File: src/rtl/jump_trajectory_gen.sv
// Tick-enabled ballistic jump generator: height under constant gravity, linear distance.
// Optional JUMP_TRAJ_TICK_SYNC_EN: i_tick is a raw slow square wave, synchronised and edge-detected.
module jump_trajectory_gen #(
    parameter int unsigned GRAV  = 1,
    parameter int unsigned FRAC  = 5,
    parameter int unsigned DSTEP = 32
) (
    input  logic        clk_machine,
    input  logic        rst_machine,
    input  logic        i_en,
    input  logic [10:0] i_v_init,
    input  logic        i_tick,
    output logic [8:0]  o_height,
    output logic [10:0] o_dist,
    output logic        o_done,
    output logic        o_busy
);

    typedef enum logic [1:0] {StIdle, StFlight, StLanded} state_e;

    state_e             r_state;
    logic signed [12:0] r_v;
    logic signed [23:0] r_h_acc;
    logic [15:0]        r_d_acc;

    logic               w_tick;
    logic signed [23:0] w_h_next;
    logic [16:0]        w_d_sum;
    logic [15:0]        w_d_next;

`ifdef JUMP_TRAJ_TICK_SYNC_EN
    logic r_tick_s1, r_tick_s2, r_tick_s3;

    always_ff @(posedge clk_machine) begin
        if (rst_machine) begin
            r_tick_s1 <= 1'b0;
            r_tick_s2 <= 1'b0;
            r_tick_s3 <= 1'b0;
        end else begin
            r_tick_s1 <= i_tick;
            r_tick_s2 <= r_tick_s1;
            r_tick_s3 <= r_tick_s2;
        end
    end

    assign w_tick = r_tick_s2 & ~r_tick_s3;
`else
    assign w_tick = i_tick;
`endif

    assign w_h_next = r_h_acc + $signed({{11{r_v[12]}}, r_v});
    // Distance saturates rather than wrapping so long jumps pin at the maximum.
    assign w_d_sum  = {1'b0, r_d_acc} + 17'(DSTEP);
    assign w_d_next = w_d_sum[16] ? 16'hFFFF : w_d_sum[15:0];

    function automatic logic [8:0] height_px(input logic [23:0] acc);
        logic [23:0] px;
        px = acc >> FRAC;
        return (px > 24'd511) ? 9'd511 : px[8:0];
    endfunction

    function automatic logic [10:0] dist_px(input logic [15:0] acc);
        logic [15:0] px;
        px = acc >> FRAC;
        return (px > 16'd2047) ? 11'd2047 : px[10:0];
    endfunction

    always_ff @(posedge clk_machine) begin
        if (rst_machine) begin
            r_state  <= StIdle;
            r_v      <= '0;
            r_h_acc  <= '0;
            r_d_acc  <= '0;
            o_height <= '0;
            o_dist   <= '0;
            o_done   <= 1'b0;
            o_busy   <= 1'b0;
        end else if (!i_en) begin
            r_state  <= StIdle;
            r_h_acc  <= '0;
            r_d_acc  <= '0;
            o_height <= '0;
            o_dist   <= '0;
            o_done   <= 1'b0;
            o_busy   <= 1'b0;
        end else begin
            case (r_state)
                StIdle: begin
                    r_state  <= StFlight;
                    r_v      <= $signed({2'b00, i_v_init});
                    r_h_acc  <= '0;
                    r_d_acc  <= '0;
                    o_height <= '0;
                    o_dist   <= '0;
                    o_busy   <= 1'b1;
                end
                StFlight: begin
                    if (w_tick) begin
                        r_d_acc <= w_d_next;
                        o_dist  <= dist_px(w_d_next);
                        if (w_h_next <= 24'sd0) begin
                            r_h_acc  <= '0;
                            o_height <= '0;
                            r_state  <= StLanded;
                            o_done   <= 1'b1;
                            o_busy   <= 1'b0;
                        end else begin
                            r_h_acc  <= w_h_next;
                            r_v      <= r_v - $signed(13'(GRAV));
                            o_height <= height_px(w_h_next);
                        end
                    end
                end
                StLanded: begin
                    // Held until the FSM drops enable.
                end
                default: r_state <= StIdle;
            endcase
        end
    end

endmodule

File: config.mk
export PLATFORM = sky130hd
export DESIGN_NAME = jump_trajectory_gen
export DESIGN_NICKNAME = d
export VERILOG_FILES = /design/src/rtl/jump_trajectory_gen.sv
export SDC_FILE = /design/constraint.sdc
export NUM_CORES = 1
export LEC_CHECK = 0
export BUFFER_PORTS_ARGS = -buffer_cell sky130_fd_sc_hd__buf_2
export CAP_MARGIN = 20
export CORE_ASPECT_RATIO = 0.5
export CORE_MARGIN = 2
export CORE_UTILIZATION = 55
export CTS_CLUSTER_SIZE = 12
export DETAILED_ROUTE_END_ITERATION = 12
export PLACE_DENSITY = 0.74
export SKIP_CTS_REPAIR_TIMING = 1
export SLEW_MARGIN = 20
export SYNTH_ARGS = -nofsm -noshare
export SYNTH_HDL_FRONTEND = slang
export SYNTH_SLANG_ARGS = --single-unit
File: constraint.sdc
create_clock -name clk_machine -period 4.1 [get_ports clk_machine]
set_input_delay 1.025 -clock clk_machine [delete_from_list [all_inputs] [get_ports clk_machine]]
set_output_delay 1.025 -clock clk_machine [all_outputs]
set_load 0.01 [all_outputs]
==> metrics.md <==
| Metric | Value |
|---|---|
| Max Clock Skew | `0.00631 ns` |
| Vias in the first global route | `3,775` |
| Switching share of power | `26.6%` |
| Mapped Nets | `602` |
| Pwr dens | `348 nW/um2` |
| Diodes inserted | `0` |
| Syn_area_per_cell | `8.02 um2` |
| Clk slew on worst S/H paths | `0.06 ns` |
| Crit path capture type | `flop` |
| RSZ-0062 raised after global routing | `no` |
| First-pass GRT wire length | `18.7 mm` |
| Clock power frac | `42.8%` |
| Area grow syn2layout | `13.1%` |
| GP Congestion | `1.01` |
| #FFs+latches synth | `72` |
| Worst VDD drop | `207 uV` |
| R2R cell count | `14` |
| DP HPWL | `8.29 mm` |
| Starting Density | `56.5%` |
| Most area-consuming cells after synthesis | `dfxtp_1 32%, ha_1 6.9%, a21oi_1 6.7%` |
| Max Clk Rate | `257 MHz` |
| DRT antenna net count | `0` |
| Sink of the worst hold path | `o_dist[7]` |
| Setup slack, reg-to-reg | `0.21 ns` |
| Fin crit period | `3.89 ns` |
| Synth Flop Type | `dfxtp_1` |
| Synth warnings | `0` |
| Met3 usage | `7.11%` |
| Setup violators final | `0` |
| Most common cell after layout, fill and taps aside | `dfxtp_1` |
| Clock sinks | `72` |
| Routing usage on met1 | `34.9%` |
| Vias/cell | `6.10` |
| WS Path Type | `flop to flop` |
| Routed vias | `4,321` |
| IO buf count | `36` |
| I/O pin total | `37` |
| Share of post-route cells with drive strength above 1 | `13.3%` |
| DR WL/cell | `16.2 um` |
| Actual slew at the worst max-slew pin | `0.994 ns` |
| Commonest non-fill, non-tap cells in the layout | `72 x dfxtp_1, 68 x nand2_1, 60 x a21oi_1, 45 x o21ai_0, 40 x nor2_1` |
| Worst EP arrival | `4.12 ns` |
| Ys async rst share | `0%` |
| Skew-Pair Late Insertion Delay | `0.34 ns` |
| Delay-heaviest family, CP | `compound AO/OA/AOI/OAI gates` |
| Max-slew violations | `0` |
| Post-synth EDFFs | `0` |
| Layout net count | `635` |
| Inserted Clock Buffers | `9` |
| CP Launch Type | `flop` |
| Reg2reg end | `r_h_acc[18]` |
| Worst-path cell chain | `ha_1, fa_1, a21o_1, a221oi_2, buf_4, xnor2_1, a2111oi_0, nand2_1, nand4bb_1, and4bb_1, a21oi_2, and3_1, buf_12, a32o_1` |
| Drt first-iter violations | `298` |
| DIE HEIGHT | `68.0 um` |
| Post-route cell area | `5090 um2` |
| Pre-antenna DRT Iters | `5` |
| CP peak stage delay | `0.53 ns` |
| Combinational share of power | `15.3%` |
| Pint | `1.30 mW` |
| Sum Neg Setup Slack | `0 ns` |
| Part of the power in registers | `41.9%` |
| Hold crit path type | `flop to flop` |
| Fillcell total | `705` |
| Antenna violations before repair | `0` |
| Buffer depth of the longest clock path | `2` |
| Worst path slowest cell | `a2111oi_0` |
| Total Routed Length | `11.5 mm` |
| Clock Root Buffer | `clkbuf_16` |
| Crit Path Max Fanout | `21` |
| Relative slew margins | `33.7%` |
| WHS Path Cells | `2` |
| Run status | `finished, final reports clean` |
| GRT Max-Usage Layer | `met2` |
| Syn Inst Count | `561` |
| Synth Cell Area | `4500 um2` |
| Static Leak | `2.17 nW` |
| Die ar. | `8970 um2` |
| Tot GR Track Use | `26.5%` |
| Post-synthesis cell type count | `68` |
| CTS H-tree depth | `3` |
| Synth top area share | `32.0%` |
| Max_cap viols | `0` |
| Worst r2r src | `r_v[0]` |
| Fin crit share | `94.9%` |
| Final Hold Viols | `0` |
| Core footprint | `7970 um2` |
| Register area share after synthesis | `32.0%` |
| Critical Path RT | `4.32 ns` |
| Met2 global-route usage | `42.6%` |
| Largest net degree at the start of global routing | `28` |
| Row count | `23` |
| Detailed-route DRC error count | `0` |
| Placed Area | `4820 um2` |
| Worst path bufs/invs | `2` |
| Die width | `132 um` |
| Hold Startpoint | `o_dist[7]` |
| Area leader, netlist | `dfxtp_1` |
| NetSw | `0.472 mW` |
| Total congestion overflow | `0` |
| CTS tree | `yes` |
layout make-up:
| type | count | area (um2) | area share [%] |
|---|---|---|---|
| flip-flops and latches | 72 | 1440 | 28.3 |
| clock buffers | 12 | 246 | 4.84 |
| repair buffers | 52 | 313 | 6.14 |
| well taps | 112 | 140 | 2.75 |
| clock inverters | 1 | 30.0 | 0.590 |
| multi-input cells | 448 | 2880 | 56.6 |
| inverters | 11 | 41.3 | 0.811 |
flip-flops by register name, summed over array words and instances (netlist names):
name	flops
o_busy	1
o_height	9
r_h_acc	24
r_v	13
r_d_acc	11
o_dist	11
r_state	2
o_done	1
stage by stage:
stage	cells	hold slack, ns	worst slack (ns)	total power [mW]	utilization (%)
3_3_place_gp	695	0.440	0.340	1.02	60.4
2_1_floorplan	561	0.429	0.546	0.953	-
6_report	708	0.449	0.207	1.77	63.9
5_1_grt	708	0.466	0.0426	1.84	63.9
3_5_place_dp	695	0.445	0.326	1.02	60.4
4_1_cts	708	0.453	0.233	1.78	63.9
cells by family after synthesis:
group / after synthesis / synth area share, %
adders and majority gates: 26 / 7.39
AOI/OAI and AO/OA: 199 / 29.2
muxes: 3 / 0.667
DFF: 72 / 32.0
and+or+nand+nor: 198 / 22.5
buffers and inverters: 41 / 4.00
xor gates and xnor gates: 22 / 4.28
synthesized netlist by cell type, types with 4 or more instances:
library cell	count
ha_1	25
inv_1	11
dfxtp_1	72
nor2b_1	4
a31oi_1	4
o21a_1	7
nand4_1	7
o21ai_1	4
clkbuf_1	22
a211oi_1	6
nor2_1	40
xor2_1	9
a22o_1	27
a21o_1	10
or4_1	4
xnor2_1	13
o21ai_0	45
a21oi_1	60
and2_1	5
nor3_1	18
or3_1	6
nor4_1	5
nand2b_1	4
nand3_1	7
nor3b_1	5
nand2_1	68
and3_1	8
per-layer routing:
layer	vias to the layer above	share of wire, %
met3	19	6.2
met5	-	0
met2	130	43
met1	2026	49
met4	0	1.8
li1	2146	-
worst max-delay path by stage:
stage | start | cells past startpoint | slack, ns | end
6_report | r_v[0] | 14 | 0.21 | r_h_acc[18]
5_1_grt | r_v[0] | 13 | 0.04 | r_v[3]
4_1_cts | r_v[0] | 14 | 0.23 | r_h_acc[18]
3_5_place_dp | r_v[0] | 14 | 0.33 | r_h_acc[18]
3_3_place_gp | r_v[0] | 13 | 0.34 | r_v[2]
2_1_floorplan | r_v[12] | 13 | 0.55 | r_v[2]
power by group through the flow:
stage                     combinational (mW)  sequential, mW  clock [mW]
after floorplan                        0.201           0.752           0
after global placement                 0.265           0.755           0
after detailed placement               0.266           0.756           0
after CTS                              0.268           0.741       0.771
after global routing                   0.301           0.745       0.796
final                                  0.271           0.741       0.758
tightest hold or removal path, delay by kind of cell, from the launching register on:
family / cells / cell delay, ns
flip-flops: 1 / 0.30
AND/OR/NAND/NOR: 1 / 0.05
AO/OA/AOI/OAI: 1 / 0.05
Note: power is estimated with default switching activity, not from simulation.
